==> src/rtl/mult_check_pkg.sv <==
// Shared types and constants for the multiplier checker.
package mult_check_pkg;

  typedef enum logic [2:0] {
    ST_IDLE,
    ST_MULT,
    ST_WAIT_DUT,
    ST_COMPARE,
    ST_HALT
  } state_e;

  localparam int DEF_WIDTH = 16;
  localparam int TMR_W     = 16;

endpackage

==> src/rtl/mult_checker_seq_mult.sv <==
// Shift-add unsigned multiplier, one multiplier bit per cycle for WIDTH cycles.
// product is the running sum including the current bit, so it is final while done is high.
module seq_mult
  import mult_check_pkg::*;
#(
  parameter int WIDTH = DEF_WIDTH
) (
  input  logic               clock,
  input  logic               reset_n,
  input  logic               start,
  input  logic [WIDTH-1:0]   a,
  input  logic [WIDTH-1:0]   b,
  output logic               done,
  output logic [2*WIDTH-1:0] product
);

  localparam int CNT_W = $clog2(WIDTH + 1);

  logic [2*WIDTH-1:0] mcand_q;
  logic [2*WIDTH-1:0] acc_q;
  logic [2*WIDTH-1:0] acc_d;
  logic [WIDTH-1:0]   mplier_q;
  logic [CNT_W-1:0]   cnt_q;
  logic               busy_q;

  always_comb begin
    acc_d = acc_q + (mplier_q[0] ? mcand_q : '0);
  end

  assign done    = busy_q && (cnt_q == CNT_W'(1));
  assign product = acc_d;

  always_ff @(posedge clock) begin
    if (!reset_n) begin
      mcand_q  <= '0;
      acc_q    <= '0;
      mplier_q <= '0;
      cnt_q    <= '0;
      busy_q   <= 1'b0;
    end else if (start) begin
      mcand_q  <= {{WIDTH{1'b0}}, a};
      mplier_q <= b;
      acc_q    <= '0;
      cnt_q    <= CNT_W'(WIDTH);
      busy_q   <= 1'b1;
    end else if (busy_q) begin
      acc_q    <= acc_d;
      mcand_q  <= mcand_q << 1;
      mplier_q <= mplier_q >> 1;
      cnt_q    <= cnt_q - CNT_W'(1);
      if (cnt_q == CNT_W'(1)) busy_q <= 1'b0;
    end
  end

endmodule

==> config.mk <==
export PLATFORM = sky130hd
export DESIGN_NAME = seq_mult
export DESIGN_NICKNAME = d
export VERILOG_FILES = /design/src/rtl/mult_check_pkg.sv /design/src/rtl/mult_checker_seq_mult.sv
export SDC_FILE = /design/constraint.sdc
export NUM_CORES = 1
export LEC_CHECK = 0
export BUFFER_PORTS_ARGS = -buffer_cell sky130_fd_sc_hd__buf_4
export CORE_ASPECT_RATIO = 0.5
export CORE_MARGIN = 2
export CORE_UTILIZATION = 55
export DETAILED_ROUTE_END_ITERATION = 8
export PLACE_DENSITY = 0.84
export SYNTH_ARGS = -nofsm -noshare
export SYNTH_HDL_FRONTEND = slang
export SYNTH_SLANG_ARGS = --single-unit
export TNS_END_PERCENT = 1
==> constraint.sdc <==
create_clock -name clock -period 3.35 [get_ports clock]
set_clock_uncertainty 0.1 [all_clocks]
set_input_delay 0.335 -clock clock [delete_from_list [all_inputs] [get_ports clock]]
set_output_delay 0.335 -clock clock [all_outputs]
set_load 0.02 [all_outputs]
; Word level (Yosys, flattened, before mapping)
; Cells that the tools add are included.
; W data, S select, Z words.
[word_totals]
reg_bits = 86
wordCells = 24
input_bits = 35
[classes]
n_eq_ne = 1
reduce_logical = 3
n_bitwise = 1
n_addsub = 2
muxes = 10
[ops]
columns = operator, n
row1 = $mux W16, 4
row2 = $add A32 B32 Y32, 1
row3 = $mux W32, 1
row4 = $mux W5, 2
row5 = $eq A5 B1 Y1 const B, 1
row6 = $sub A5 B1 Y5 const B, 1
row7 = $mux W1, 3
row8 = $reduce_bool A2 Y1, 1
row9 = $reduce_or A2 Y1, 1
row10 = $logic_and A1 B1 Y1, 1
row11 = $not A1 Y1, 1

; Depth between registers and ports, before layout
; Gate-level depths: netlist (run 1).
[depth]
ltp_word = 4
depth_mapped = 12
ltp_nobuf = 11

; Least setup slack after synthesis (run 1)
; OpenSTA, ideal clock, no wires.
[synth_timing]
path_kind = register to output
start = reg mplier_q[0]
end = out product[29]
arrival_ns = 2.557
n_path_buf = 1
required_time_ns = 2.915
path_slack_ns = 0.358
path_stages_with_launch = 12
cell_sequence = dfxtp_1 clkbuf_1 and2_1 ha_1 a211oi_1 o21ai_2 a31oi_2 o21a_2 nor3_1 or2_1 a31oi_1 xnor2_1
[synth_via]
elab_chain_len = 2
[synth_rtl]
columns = element, line
row1 = from (decl), mult_checker_seq_mult.sv:22  ; logic [WIDTH-1:0] mplier_q;
row2 = from (signal assigned), mult_checker_seq_mult.sv:49  ; mplier_q <= mplier_q >> 1;
row3 = $mux W32, mult_checker_seq_mult.sv:27  ; acc_d = acc_q + (mplier_q[0] ? mcand_q : '0);
row4 = $add A32 B32 Y32, mult_checker_seq_mult.sv:27
row5 = to (decl), mult_checker_seq_mult.sv:14  ; output logic [2*WIDTH-1:0] product
; No other way between the ends.

; Worst setup path in the final report (run 1)
; Ends and elaborated chain as after synthesis.

==> metrics.yaml, run 1 <==
critical_path:
  endpoint: "product[29]"
  r2r-start: "mplier_q[0]$_SDFFE_PN0P_"
  ff2ff_setup_slack_ns: 0.50
  cp.buffers_inverters: 2
  worstPathRequired_ns: 2.91
  critical_path_class: "flip-flop to output port"
  cpPeakStageDelay_ns: 0.36
  crit_path_top_delay_cell: "dfxtp_4"
  cp_top_family: "compound AO/OA/AOI/OAI gates"
  crit_arrival_ns: 2.96
  critPathLaunch: "mplier_q[0]$_SDFFE_PN0P_"
  crit_fanout: 11
  start_kind: "flip-flop"
  reg2reg_to: "acc_q[31]$_SDFFE_PP0P_"
  reg2regPathDepth: 11
  worstPathCellList: "buf_4 > and2_1 > ha_4 > o21ai_4 > o21ai_2 > a31oi_4 > o21a_4 > nor3_4 > or2_4 > a31oi_4 > xnor2_2 > buf_4"
  cp-end-kind: "output port"
  critical_path_depth: 12
cells_and_area:
  area_delta_synth_final_pct: 26.9
  drive_gt1_share_pct: 25.3
  final_nets: 768
  layout.cells.non_filler: 839
  fillers: 653
  antenna_cells: 0
  fin_area_um2: 6810
yosys:
  synthTopCellsByArea: "dfxtp_1 (32%), mux2i_1 (13%), ha_1 (7.7%), and2_1 (7.2%), xnor2_1 (4.4%)"
  syn_area_um2: 5360
  seq_area_frac_synth_pct: 32.1
  synth_cell_types: 55
  yosysTopAreaCell: "dfxtp_1"
  synth_top_area_share_pct: 32.1
  ys_warn_count: 0
  ys_seq_elements: 86
  synthArstFlopShare_pct: 0
  synthCells: 636
  yosys-top-cells-count: "dfxtp_1 (86), mux2i_1 (69), and2_1 (62), nor2_1 (56), nand2_1 (51)"
  synth_most_common_cell: "dfxtp_1"
  syn_nets: 705
  synth-edff-count: 0
  synth-main-ff-cell: "dfxtp_1"
  avgSynthCellArea_um2: 8.43
timing:
  rsz0062_at_grt: "yes"
  post-route-min-period_ns: 3.40
  max_slew.worst_pin.slew_ns: 0.827
  slew_viol_final: 0
  hold_violations: 0
  max_slew_margin_pct: 44.8
  fmax_ghz: 0.294
  setup_tns_ns: -0.0730
  setup_violations: 2
  layout_setup_ws_ns: -0.0470
  period_share_pct: 101
clocking:
  clock_latency_ns: 0.36
  clockBufferDepth: 2
  clockRootBuffer: "clkbuf_16"
  cts_tree: "done"
  hold_buffers: 0
  htree_levels: 3
  clock-sinks: 86
  cts_buffers: 9
  path_clk_slew_ns: 0.07
grt:
  grt_pass1_vias: 4444
  grt_max_degree: 69
  antenna_found_initial: 0
  gr-total-overflow: 0
  grt_pass1_wl_mm: 21.3
  track_usage_pct: 25.5
floorplanning:
  core_um2: 9450
  io_pins: 68
  die_w_um: 144
  die_y_um: 73.8
  die_area_um2: 10600
  initial_core_util_pct: 56.8
  row_count: 25
power_and_ir_drop:
  p_leak_nw: 2.93
  swShare_pct: 25.3
  intPower_mw: 1.80
  ir_drop_v: 0.000261
  combinationalPowerShare_pct: 10.3
  power_per_cell_area_nw_per_um2: 354
  p_switching_mw: 0.609
  clock_power_share_pct: 45.1
  power.sequential.fraction_pct: 44.5
placed_design:
  dp_hpwl_mm: 8.76
  gp_congestion: 0.891
  port-buffer-count: 67
  dp_cells: 811
  place_area_um2: 5970
  dp_slack_ns: 0.164
route:
  via_per_inst: 5.81
  wirelength_mm: 14.3
  drtAntennaViolNets: 0
  wl_per_cell_um: 17.1
  vias: 4877
  first_pass_iters: 5
  drt_iter0_markers: 399
  drc: 0
worst_hold_path:
  min_path_cells: 3
  min_path_type: "input port to flip-flop"
  hp-start: "b[15]"
outcome:
  violations: "setup timing"
  status: "finished with violations"
flow_run:
  cap_viol_max_count: 0
-- worst register-to-register path, delay by kind of cell (launching register included) --
family,cells,cell delay [ns]
buf+inv,1,0.15
fa+ha+maj,1,0.26
flops,1,0.36
compound gates,6,1.19
simple gates,3,0.68
-- worst min-delay path by stage --
stage | end | slack (ns)
2_1_floorplan | acc_q[27]$_SDFFE_PP0P_ | 0.35
3_3_place_gp | acc_q[27]$_SDFFE_PP0P_ | 0.35
3_5_place_dp | acc_q[27]$_SDFFE_PP0P_ | 0.37
4_1_cts | mplier_q[15]$_SDFFE_PN0P_ | 0.14
5_1_grt | mcand_q[0]$_SDFFE_PN0P_ | 0.16
6_report | mplier_q[15]$_SDFFE_PN0P_ | 0.14
-- cells by family (layout without fill, tap and decap cells) --
| logic type | after synthesis | after routing | synth area share, % |
|---|---|---|---|
| mux | 69 | 69 | 12.9 |
| fa+ha+maj | 34 | 34 | 8.07 |
| compound gates | 134 | 134 | 15.9 |
| xor+xnor | 34 | 34 | 5.55 |
| buf+inv | 49 | 117 | 3.83 |
| flops | 86 | 86 | 32.1 |
| simple gates | 230 | 230 | 21.7 |
-- registers in the layout (all words and copies together), names as in the netlist --
signal    cells
acc_q        32
busy_q        1
cnt_q         5
mcand_q      32
mplier_q     16
-- metrics by stage --
stage	total power [mW]	utilization, %	hold slack, ns
3_5_place_dp	1.33	63.2	0.370
5_1_grt	2.49	72.1	0.159
2_1_floorplan	1.25	-	0.345
6_report	2.41	72.1	0.141
3_3_place_gp	1.32	63.2	0.354
4_1_cts	2.40	69.0	0.144
-- area by class of cell --
| class | count | area (um2) | share of cell area, % |
|---|---|---|---|
| repair buffers | 91 | 703 | 10.3 |
| clock buffers | 10 | 250 | 3.68 |
| clock inverters | 6 | 72.6 | 1.07 |
| flip-flops and latches | 86 | 1730 | 25.4 |
| inverters | 10 | 37.5 | 0.551 |
| well taps | 135 | 169 | 2.48 |
| multi-input cells | 501 | 3840 | 56.5 |
-- power groups by stage --
stage	logic (mW)	clock network [mW]	registers, mW
CTS	0.241	1.09	1.07
floorplan	0.162	0	1.09
finish	0.249	1.09	1.07
detailed placement	0.235	0	1.09
global route	0.271	1.14	1.08
global placement	0.230	0	1.09
-- metal layers --
| metal | global-route usage [%] | share of wire, % |
|---|---|---|
| met5 | 0 | 0 |
| met3 | 6.71 | 6.5 |
| met1 | 32.7 | 42 |
| met2 | 42.2 | 48 |
| met4 | 9.04 | 3.0 |
-- placed cells by master, fill, tap and decap left out, drive strengths merged, types with 18 or more instances in the layout --
| master | synthesis | final |
|---|---|---|
| nand2 | 51 | 51 |
| a21oi | 29 | 29 |
| nor2 | 56 | 56 |
| xnor2 | 27 | 27 |
| dfxtp | 86 | 86 |
| a21o | 18 | 18 |
| o21ai | 49 | 49 |
| and2 | 62 | 62 |
| mux2i | 69 | 69 |
| ha | 33 | 33 |
| buf | 13 | 91 |
-- repair_timing --
item / CTS / global route
cloned: 0 / 0
endpoints found under the setup margin: 9 / 12
pin swaps: 8 / 28
setup buffers: 2 / 10
gates resized for setup: 33 / 46
No activity file was read; power rests on OpenSTA's default activity.
==> run 2, diff against run 1 <==
--- a/config.mk
+++ b/config.mk
@@ -10,6 +10,7 @@
 export CORE_MARGIN = 2
 export CORE_UTILIZATION = 55
 export DETAILED_ROUTE_END_ITERATION = 8
+export GPL_TIMING_DRIVEN = 0
 export PLACE_DENSITY = 0.84
 export SYNTH_ARGS = -nofsm -noshare
 export SYNTH_HDL_FRONTEND = slang
==> metrics.yaml, run 2 (same netlist as run 1, synthesis figures left out) <==
critical_path:
  crit_fanout: 10  # -1
  cp-end-kind: "output port"
  reg2reg_to: "acc_q[31]$_SDFFE_PP0P_"
  ff2ff_setup_slack_ns: 0.17  # -0.33 ns
  start_kind: "flip-flop"
  crit_arrival_ns: 3.17  # +0.21 ns
  r2r-start: "mplier_q[0]$_SDFFE_PN0P_"
  reg2regPathDepth: 13  # +2
  worstPathRequired_ns: 2.91  # about the same
  critical_path_class: "flip-flop to output port"
placed_design:
  dp_hpwl_mm: 9.67  # +10%
  dp_slack_ns: -0.167  # -0.330 ns
  place_area_um2: 6040  # +1.0%
  port-buffer-count: 67  # unchanged
  dp_cells: 838  # +3.3%
  gp_congestion: 0.921  # +3.4%
power_and_ir_drop:
  p_leak_nw: 3.03  # +3.3%
  ir_drop_v: 0.000274  # +4.8%
  power_mw: 2.39  # -0.90%
  power_per_cell_area_nw_per_um2: 340  # -4.0%
outcome:
  status: "finished with violations"
  violations: "setup timing"
cells_and_area:
  antenna_cells: 0  # unchanged
  fin_area_um2: 7030  # +3.2%
  top_regs: "acc_q: 32 flops, mcand_q: 32 flops, mplier_q: 16 flops"
  layout.cells.non_filler: 877  # +4.5%
  area_delta_synth_final_pct: 31.0
  drive_gt1_share_pct: 25.9  # +0.59 points
  fillers: 626  # -4.1%
  utilization_pct: 74.4  # +2.3 points
  final_cell_mix: "buf_4 (94), dfxtp_1 (85), mux2i_1 (69)"
  multi_input_area_um2: 3860  # +0.29%
  final_common_cell: "buf_4"
  seq_area_um2: 1730  # -0.22%
  final_nets: 807  # +5.1%
grt:
  gr-total-overflow: 0  # unchanged
  grt_pass1_wl_mm: 22.4  # +5.1%
  track_usage_pct: 26.8  # +1.2 points
  antenna_found_initial: 0  # unchanged
  grt_max_degree: 15  # -78%
  grt_pass1_vias: 4689  # +5.5%
floorplanning:
  initial_core_util_pct: 56.8  # unchanged
  core_um2: 9450  # unchanged
  io_pins: 68  # unchanged
  die_y_um: 73.8  # unchanged
  die_w_um: 144  # unchanged
  row_count: 25  # unchanged
  die_area_um2: 10600  # unchanged
timing:
  max_slew.worst_pin.slew_ns: 0.705  # -0.123 ns
  post-route-min-period_ns: 3.60  # +0.206 ns
  slew_viol_final: 0  # unchanged
  hold_violations: 0  # unchanged
  max_slew_margin_pct: 53.0  # +8.2 points
  rsz0062_at_grt: "yes"
  setup_violations: 13  # +11
  layout_setup_ws_ns: -0.253  # -0.206 ns
  holdWs_ns: 0.166  # +0.0243 ns
  period_share_pct: 108  # +6.1 points
  setup_tns_ns: -1.63  # -1.56 ns
  fmax_ghz: 0.278  # -5.7%
clocking:
  hold_buffers: 0  # unchanged
  clock-sinks: 86  # unchanged
  clockRootBuffer: "clkbuf_16"
  clock_latency_ns: 0.35  # about the same
  cts_tree: "done"
  path_clk_slew_ns: 0.06  # about the same
  htree_levels: 3  # unchanged
  clockBufferDepth: 2  # unchanged
  cts_buffers: 9  # unchanged
route:
  via_per_inst: 6.14  # +5.6%
  drc: 0  # unchanged
  wirelength_mm: 16.4  # +15%
  drtAntennaViolNets: 0  # unchanged
  vias: 5383  # +10%
  first_pass_iters: 5  # unchanged
  wl_per_cell_um: 18.7  # +9.8%
  drt_iter0_markers: 433  # +8.5%
worst_hold_path:
  min_path_type: "input port to flip-flop"
  hp-start: "a[0]"
  holdPathEnd: "mcand_q[0]$_SDFFE_PN0P_"
  min_path_cells: 3  # unchanged
flow_run:
  cap_viol_max_count: 0  # unchanged
## run 2: final cells by class
type | instances | share of cell area (%)
multi-input cells | 501 | 54.9
clock inverters | 4 | 0.766
repair buffers | 95 | 10.5
clock buffers | 11 | 3.60
inverters | 10 | 0.534
plain buffers | 35 | 2.81
flip-flops and latches | 86 | 24.6
well taps | 135 | 2.40
## run 2: layer usage
| layer | vias up | track usage, % | routed length (um) | part of all wire [%] |
|---|---|---|---|---|
| met3 | 87 | 5.87 | 1410 | 8.6 |
| met2 | 326 | 45.8 | 7670 | 47 |
| met1 | 2539 | 34.3 | 6700 | 41 |
| met5 | - | 0 | 0 | 0 |
| met4 | 0 | 8.06 | 653 | 4.0 |
| li1 | 2431 | - | - | - |
## run 2: how the worst max path moves through the flow
| stage | start | to | slack (ns) |
|---|---|---|---|
| 2_1_floorplan | mplier_q[0]$_SDFFE_PN0P_ | product[29] | 0.36 |
| 3_3_place_gp | mplier_q[0]$_SDFFE_PN0P_ | product[29] | -0.08 |
| 3_5_place_dp | mplier_q[0]$_SDFFE_PN0P_ | product[29] | -0.17 |
| 4_1_cts | mplier_q[0]$_SDFFE_PN0P_ | product[29] | -0.05 |
| 5_1_grt | mplier_q[0]$_SDFFE_PN0P_ | product[29] | -0.30 |
| 6_report | mplier_q[0]$_SDFFE_PN0P_ | product[29] | -0.25 |
## run 2: worst max-delay path: stages (launching register included)
cell     delay [ns]
dfxtp_4        0.40
buf_6          0.15
and2_1         0.16
ha_1           0.40
o21ai_1        0.18
o21ai_2        0.25
a31oi_4        0.18
o21a_4         0.27
nor3_4         0.19
or2_4          0.19
a31oi_4        0.09
xnor2_1        0.20
buf_4          0.18
## run 2: timing repair
item	CTS	global route
gates cloned	0	1
setup endpoints to repair	15	11
hold endpoints to repair	0	0
pin swaps	17	37
setup buffers	10	17
resized for setup	49	55
## run 2: power by group
part / total [mW] / switching [mW] / leakage (nW) / internal [mW]
registers: 1.08 / 0.0241 / 0.701 / 1.05
logic: 0.269 / 0.145 / 2.18 / 0.124
clock network: 1.04 / 0.427 / 0.144 / 0.617
==> run 3, diff against run 2 <==
--- a/config.mk
+++ b/config.mk
@@ -8,10 +8,10 @@
 export BUFFER_PORTS_ARGS = -buffer_cell sky130_fd_sc_hd__buf_4
 export CORE_ASPECT_RATIO = 0.5
 export CORE_MARGIN = 2
-export CORE_UTILIZATION = 55
+export CORE_UTILIZATION = 35
 export DETAILED_ROUTE_END_ITERATION = 8
 export GPL_TIMING_DRIVEN = 0
-export PLACE_DENSITY = 0.84
+export PLACE_DENSITY = 0.61
 export SYNTH_ARGS = -nofsm -noshare
 export SYNTH_HDL_FRONTEND = slang
 export SYNTH_SLANG_ARGS = --single-unit
==> metrics.yaml, run 3 (same netlist as run 1, synthesis figures left out) <==
floorplanning:
  io_pins: 68  # unchanged
  initial_core_util_pct: 36.5  # -20 points
  die_y_um: 91.5  # +24%
  row_count: 31  # +24%
  die_w_um: 179  # +25%
  core_um2: 14700  # +56%
  die_area_um2: 16400  # +55%
cells_and_area:
  layout.cells.non_filler: 934  # +6.5%
  drive_gt1_share_pct: 25.4  # -0.47 points
  utilization_pct: 48.1  # -26 points
  final_cell_mix: "buf_4 (87), dfxtp_1 (85), mux2i_1 (69)"
  area_delta_synth_final_pct: 31.9
  top_regs: "acc_q: 32 flops, mcand_q: 32 flops, mplier_q: 16 flops"
  final_nets: 800  # -0.87%
  fillers: 1373  # +120%
  final_common_cell: "buf_4"
  antenna_cells: 0  # unchanged
power_and_ir_drop:
  ir_drop_v: 0.000217  # -21%
  power_per_cell_area_nw_per_um2: 337  # -0.81%
  p_leak_nw: 3.01  # -0.41%
clocking:
  htree_levels: 3  # unchanged
  path_clk_slew_ns: 0.07  # about the same
  hold_buffers: 0  # unchanged
  cts_tree: "done"
  clock-sinks: 86  # unchanged
  clockRootBuffer: "clkbuf_16"
  cts_buffers: 9  # unchanged
  clock_latency_ns: 0.35  # about the same
  clockBufferDepth: 2  # unchanged
route:
  wirelength_mm: 14.2  # -14%
  m1WireLength_mm: 7.12  # +6.2%
  drt_iter0_markers: 277  # -36%
  via_per_inst: 5.06  # -17%
  wl_per_cell_um: 15.2  # -19%
  first_pass_iters: 5  # unchanged
  drtAntennaViolNets: 0  # unchanged
  route.met3.wl_um: 466  # -67%
  vias: 4730  # -12%
  drc: 0  # unchanged
  highest_layer: "met4"
  met2_wirelength_mm: 6.50  # -15%
timing:
  hold_violations: 0  # unchanged
  setup_violations: 0  # -13
  rsz0062_at_grt: "yes"
  holdWs_ns: 0.166  # +0.000222 ns
  max_slew_margin_pct: 54.4  # +1.3 points
  fmax_ghz: 0.299  # +7.6%
  post-route-min-period_ns: 3.35  # -0.253 ns
  slew_viol_final: 0  # unchanged
  period_share_pct: 100  # -7.6 points
  max_slew.worst_pin.slew_ns: 0.685  # -0.0200 ns
grt:
  grt_pass1_vias: 4599  # -1.9%
  antenna_found_initial: 0  # unchanged
  grt_max_degree: 17  # +2
  grt_pass1_wl_mm: 22.5  # +0.71%
  gr-total-overflow: 0  # unchanged
  track_usage_pct: 17.3  # -9.4 points
critical_path:
  critical_path_class: "flip-flop to output port"
  crit_arrival_ns: 2.91  # -0.26 ns
  worstPathRequired_ns: 2.91  # about the same
  start_kind: "flip-flop"
  crit_fanout: 10  # unchanged
  cp-end-kind: "output port"
outcome:
  status: "finished clean"
flow_run:
  cap_viol_max_count: 0  # unchanged
worst_hold_path:
  min_path_type: "input port to flip-flop"
placed_design:
  port-buffer-count: 67  # unchanged
  gp_congestion: 0.819  # -11%
  dp_cells: 901  # +7.5%
  dp_hpwl_mm: 10.1  # +4.3%
run 3: report_power, final:
part           switching (mW)  internal, mW
sequential             0.0216          1.05
clock                   0.462         0.589
combinational           0.137         0.124
total                   0.621          1.76
run 3: layout make-up:
| type | count | area (um2) | share of cell area (%) |
|---|---|---|---|
| Buffer | 34 | 194 | 2.74 |
| Clock buffer | 9 | 225 | 3.18 |
| Clock inverter | 7 | 77.6 | 1.10 |
| Inverter | 10 | 37.5 | 0.531 |
| Multi-Input combinational cell | 501 | 3890 | 55.0 |
| Sequential cell | 86 | 1730 | 24.4 |
| Tap cell | 198 | 248 | 3.50 |
| Timing Repair Buffer | 89 | 678 | 9.59 |
run 3: routing by layer:
metal,GRT usage [%],up-vias
met3,4.02,8
met2,27.3,70
met5,0,-
met1,24.1,2244
li1,-,2408
met4,3.46,0
run 3: critical path: stages (launching register included):
cell and delay (ns):
dfxtp_4 0.39, clkbuf_8 0.16, and2_4 0.17, ha_4 0.30, nand2_1 0.10, or3_4 0.38
o21a_4 0.26, buf_6 0.13, o41ai_4 0.23, xor2_1 0.26, buf_4 0.19
run 3: timing repair:
action,4_1_cts,5_1_grt
cloned,1,0
resized for setup,79,17
pin swaps,33,11
endpoints found under the setup margin,18,11
setup buffers,17,4
run 3: worst paths after layout:
kind,start,to,slack [ns],depth (start not counted)
hold reg to reg,acc_q[27]$_SDFFE_PP0P_,acc_q[27]$_SDFFE_PP0P_,0.38,2
hold / removal,b[15],mplier_q[15]$_SDFFE_PN0P_,0.17,3
setup / recovery,mplier_q[0]$_SDFFE_PN0P_,product[23],0.0001,10
setup reg to reg,mplier_q[0]$_SDFFE_PN0P_,acc_q[31]$_SDFFE_PP0P_,0.44,12
run 3: stage by stage:
step	setup TNS, ns	cell area [um2]	power (mW)	setup slack, ns
floorplan	0	5360	1.25	0.358
detailed placement	-0.667	6110	1.34	-0.180
global route	-0.622	7070	2.48	-0.122
CTS	0	6930	2.41	0.00130
global placement	-0.583	6110	1.34	-0.185
finish	0	7070	2.38	0.000118
